$ cat config.mk
export PLATFORM = sky130hd
export DESIGN_NAME = dfr_pipe
export DESIGN_NICKNAME = d
export VERILOG_FILES = /design/src/rtl/dcells_pkg.sv /design/src/rtl/dfr_stage.sv /design/src/rtl/dfr_pipe.sv
export SDC_FILE = /design/constraint.sdc
export NUM_CORES = 1
export LEC_CHECK = 0
export CORE_MARGIN = 5
export CORE_UTILIZATION = 50
export CTS_BUF_LIST = sky130_fd_sc_hd__clkbuf_8
export CTS_CLUSTER_DIAMETER = 40
export DETAILED_ROUTE_END_ITERATION = 10
export PLACE_DENSITY = 0.95
export SLEW_MARGIN = 40
export SYNTH_ARGS = -nofsm -noshare
export SYNTH_HDL_FRONTEND = slang
export SYNTH_SLANG_ARGS = --single-unit
$ cat constraint.sdc
create_clock -name C -period 1.6 [get_ports C]
set_input_delay 0.16 -clock C [delete_from_list [all_inputs] [get_ports C]]
set_output_delay 0.16 -clock C [all_outputs]
set_load 0.03 [all_outputs]
$ cat src/rtl/dcells_pkg.sv
// dcells_pkg: shared constants and helpers for the DFF-cell replacement blocks.
//   DATA_RST_BIT : value every data bit takes in reset
//   cnt_width()  : width of an occupancy counter able to hold 0..depth
package dcells_pkg;

  localparam bit DATA_RST_BIT = 1'b0;

  function automatic int cnt_width(input int depth);
    return (depth < 1) ? 1 : $clog2(depth + 1);
  endfunction

endpackage

$ cat src/rtl/dfr_stage.sv
// dfr_stage: one elastic pipeline register (data + valid) with hold/load.
//   clk, rst_n      : clock, asynchronous active-low reset
//   ld              : stage may take new contents this edge (its ready)
//   v_in, d_in      : incoming valid / data from the upstream stage
//   v_out, d_out    : registered valid / data
module dfr_stage
  import dcells_pkg::*;
#(
  parameter int WIDTH = 8
) (
  input  logic             clk,
  input  logic             rst_n,
  input  logic             ld,
  input  logic             v_in,
  input  logic [WIDTH-1:0] d_in,
  output logic             v_out,
  output logic [WIDTH-1:0] d_out
);

  logic             v_q, v_d;
  logic [WIDTH-1:0] data_q, data_d;

  // Data only moves when a valid item arrives; an incoming bubble clears
  // the valid bit but leaves the data bits quiet.
  always_comb begin
    v_d    = v_q;
    data_d = data_q;
    if (ld) begin
      v_d = v_in;
      if (v_in) data_d = d_in;
    end
  end

  always_ff @(posedge clk or negedge rst_n) begin
    if (!rst_n) begin
      v_q    <= 1'b0;
      data_q <= {WIDTH{DATA_RST_BIT}};
    end else begin
      v_q    <= v_d;
      data_q <= data_d;
    end
  end

  assign v_out = v_q;
  assign d_out = data_q;

endmodule

$ cat src/rtl/dfr_pipe.sv
// dfr_pipe: WIDTH-bit, DEPTH-stage elastic register pipeline with valid/ready
// flow control and bubble collapsing.
//   C, RN     : clock (rising edge), asynchronous active-low reset
//   D, DV, DR : upstream data / valid / ready (DR combinational from QR, v[])
//   Q, QV, QR : downstream data / valid (registered) / ready
//   CNT       : number of occupied stages, 0..DEPTH
//   QN        : ~Q, present only when DFR_PIPE_QN_EN is defined
module dfr_pipe
  import dcells_pkg::*;
#(
  parameter int WIDTH = 8,
  parameter int DEPTH = 2
) (
  input  logic                            C,
  input  logic                            RN,
  input  logic [WIDTH-1:0]                D,
  input  logic                            DV,
  output logic                            DR,
  output logic [WIDTH-1:0]                Q,
  output logic                            QV,
  input  logic                            QR,
  output logic [cnt_width(DEPTH)-1:0]     CNT
`ifdef DFR_PIPE_QN_EN
  ,
  output logic [WIDTH-1:0]                QN
`endif
);

  localparam int CW = cnt_width(DEPTH);

  logic [DEPTH:0]                rdy;
  logic [DEPTH-1:0]              v;
  logic [DEPTH-1:0][WIDTH-1:0]   data;
  logic [DEPTH-1:0]              v_in;
  logic [DEPTH-1:0][WIDTH-1:0]   d_in;
  logic [CW-1:0]                 cnt;

  // Stage i is fed from stage i-1; stage 0 from the upstream port.
  always_comb begin
    v_in[0] = DV;
    d_in[0] = D;
    for (int i = 1; i < DEPTH; i++) begin
      v_in[i] = v[i-1];
      d_in[i] = data[i-1];
    end
  end

  // A stage can load if it is empty or its successor is loading this edge,
  // so an item slides into a hole even while the output is stalled.
  always_comb begin
    rdy[DEPTH] = QR;
    for (int i = DEPTH - 1; i >= 0; i--)
      rdy[i] = ~v[i] | rdy[i+1];
  end

  for (genvar g = 0; g < DEPTH; g++) begin : g_stg
    dfr_stage #(.WIDTH(WIDTH)) u_stg (
      .clk   (C),
      .rst_n (RN),
      .ld    (rdy[g]),
      .v_in  (v_in[g]),
      .d_in  (d_in[g]),
      .v_out (v[g]),
      .d_out (data[g])
    );
  end

  always_comb begin
    cnt = '0;
    for (int i = 0; i < DEPTH; i++)
      cnt = cnt + CW'(v[i]);
  end

  assign DR  = rdy[0];
  assign Q   = data[DEPTH-1];
  assign QV  = v[DEPTH-1];
  assign CNT = cnt;

`ifdef DFR_PIPE_QN_EN
  assign QN  = ~data[DEPTH-1];
`endif

endmodule

==> results.toml <==
[logic_synthesis]
synthDominantCellAreaShare_pct = 60.9
ys_warn_count = 0
synth_cell_types = 9
synth-compound-area-share_pct = 0
synthXorXnorAreaFrac_pct = 0
synth_nets = 54
avgSynthCellArea_sq_um = 18.0
synth_top_family_by_area = "multiplexers"
ys_ff_latch = 18
synthCells = 41
synthSimpleGateAreaFrac_pct = 8.97
yosys-mux-area-fraction_pct = 28.4
synthAdderAreaFrac_pct = 1.69
synth_top_area_cell = "dfrtp_1"
synth.area.top_cells = "dfrtp_1 (61%), mux2_4 (16%), mux2_2 (12%)"
synth_seq_area_share_pct = 60.9
synth_area_sq_um = 739

[routing]
ant_nets = 0
drc_errors = 0
drt-wirelength-per-cell_um = 16.0
vias = 436
wl_um = 1370
drt_iter0_drc = 2
viasPerCell = 5.07
first_pass_iters = 2

[setup_path]
crit_path_end_kind = "output pin"
regToRegSetupSlack_ns = 0.36
critPathLaunchType = "register"
critPathSlowestCell = "dfrtp_1"
r2r_end = "g_stg[1].u_stg.d_out[7]$_DFFE_PN0P_"
crit_required_ns = 1.44
crit_arrival_ns = 1.30
critPathKind = "register to output pin"
r2r_cells = 4
cp_slowest_stage_delay_ns = 0.39
cp_max_fo = 2
r2r-start = "g_stg[1].u_stg.v_out$_DFFE_PN0P_"
path_cells = "ha_1, dlygate4sd2_1"

[power]
p_int_mw = 0.991
switchingPower_mw = 0.408
p_comb_share_pct = 32.5
netSwitchingFraction_pct = 29.2
pwr-share-seq_pct = 41.9
power_density_nw_per_um2 = 1310
vdd_drop_max_mv = 0.759
clkPwrFrac_pct = 25.6
leakage_nw = 0.496

[finish]
nFillCells = 77
final_cell_mix = "clkdlybuf4s50_1 (19), dfrtp_1 (18), mux2_2 (8), mux2_4 (8)"
fin_nets = 85
final_common_cell = "clkdlybuf4s50_1"
n_antenna_cell = 0
final-seq-area_sq_um = 450
multi_input_area_sq_um = 289
syn_to_final_growth_pct = 44.3
drive_gt1_share_pct = 38.0

[sta]
slew_headroom_pct = 78.2
post-route-min-period_ns = 1.46
hold_violations = 0
final.period_utilization_pct = 91.1
clock.fmax_mhz = 686
worst-slew-pin-transition_ns = 0.325
setup_viol = 0
timing.hold.ws_ns = 0.241
setup_tns_ns = 0
worst_clock_skew_ns = 0.00362
finalMaxSlewViolations = 0
rsz0062_at_grt = "false"

[clocking]
cts_tree = "built"
insertion_delay_ns = 0.25
cts_sinks = 18
cts-buffers-inserted = 3
cts_max_level = 1
cts_root_buf = "clkbuf_8"
cts_buffer_depth = 2
cts_setup_buffers = 0
clkTransAtPathRegs_ns = 0.07

[global_routing]
antenna_found_initial = 0
grt_max_degree = 19
grt_pass1_wl_um = 2540
grt_overflow = 0
grt.total_usage_pct = 13.7
grt_pass1_vias = 501

[floorplan]
fp.dieW_um = 48.5
fp.coreArea_sq_um = 1350
dieHeight_um = 48.5
die_area_sq_um = 2350
std_cell_rows = 13
initial_core_util_pct = 54.8
pin_count = 24

[job]
drv_cap = 0

[placement]
hpwl_um = 970
routabilityCongestion = 0.662
io_buffers = 23

[outcome]
outcome = "finished, final reports clean"

[worst_hold_path]
hp-class = "input port to async pin"
==> through the flow <==
step | instances | setup WS (ns) | util (%) | instance area [sq um] | power, mW
4_1_cts | 86 | 0.0208 | 78.7 | 1060 | 1.42
5_1_grt | 86 | 0.0812 | 79.1 | 1070 | 1.47
3_5_place_dp | 82 | 0.134 | 74.7 | 1010 | 1.06
6_report | 86 | 0.142 | 79.1 | 1070 | 1.40
3_3_place_gp | 82 | 0.156 | 74.7 | 1010 | 1.04
2_1_floorplan | 41 | 0.204 | - | 739 | 0.856
==> worst max-delay path: cells and delay by family, from the launching register on <==
kind | cells | cell delay (ns)
buffers and inverters | 1 | 0.39
adder cells (fa/ha/maj) | 1 | 0.27
flip-flops | 1 | 0.39
==> synthesized netlist by cell type <==
cell type / instances
dfrtp_1: 18
ha_1: 1
mux2_2: 8
mux2_4: 8
nand2_2: 1
nand2_8: 1
nand2b_1: 2
nand3b_4: 1
or2b_1: 1
==> routing by layer <==
layer | track usage [%] | up-vias | part of all wire (%)
li1 | - | 203 | -
met1 | 17.0 | 216 | 44
met2 | 21.3 | 13 | 49
met3 | 3.36 | 4 | 5.2
met4 | 8.07 | 0 | 2.0
met5 | 0 | - | 0
==> cell families after synthesis <==
kind of cell | Yosys count
multiplexers | 16
adder cells (fa/ha/maj) | 1
flip-flops | 18
AND/OR/NAND/NOR | 6
==> what timing repair did <==
item	in CTS	in global routing
cloned	0	0
hold buffers	0	0
setup endpoints to repair	1	2
resized for setup	1	2
==> cell type report <==
| type | instances | share of cell area [%] |
|---|---|---|
| multi-input combinational | 23 | 27.1 |
| sequential | 18 | 42.2 |
| tap | 15 | 1.76 |
| clock buffer | 4 | 5.16 |
| timing repair buffer | 26 | 23.8 |
==> power groups by stage <==
stage / registers (mW) / logic, mW / clock network, mW
2_1_floorplan: 0.705 / 0.152 / 0
3_3_place_gp: 0.588 / 0.453 / 0
3_5_place_dp: 0.594 / 0.462 / 0
4_1_cts: 0.586 / 0.462 / 0.368
5_1_grt: 0.598 / 0.484 / 0.389
6_report: 0.586 / 0.454 / 0.358
==> state kept, by name, summed over array words and instances, names as in the netlist <==
signal	cells
g_stg.u_stg.d_out	16
g_stg.u_stg.v_out	2
==> how the worst max path moves through the flow <==
stage                                      from                             endpoint  slack [ns]  cells past startpoint
2_1_floorplan  g_stg[1].u_stg.v_out$_DFFE_PN0P_  g_stg[0].u_stg.d_out[0]$_DFFE_PN0P_        0.20                      3
3_5_place_dp   g_stg[1].u_stg.v_out$_DFFE_PN0P_                               CNT[0]        0.13                      2
3_3_place_gp   g_stg[1].u_stg.v_out$_DFFE_PN0P_                               CNT[0]        0.16                      2
4_1_cts        g_stg[1].u_stg.v_out$_DFFE_PN0P_                                   QV        0.02                      2
5_1_grt        g_stg[1].u_stg.v_out$_DFFE_PN0P_                               CNT[0]        0.08                      2
6_report       g_stg[1].u_stg.v_out$_DFFE_PN0P_                               CNT[0]        0.14                      2
Power figures use the tool's default switching activity.
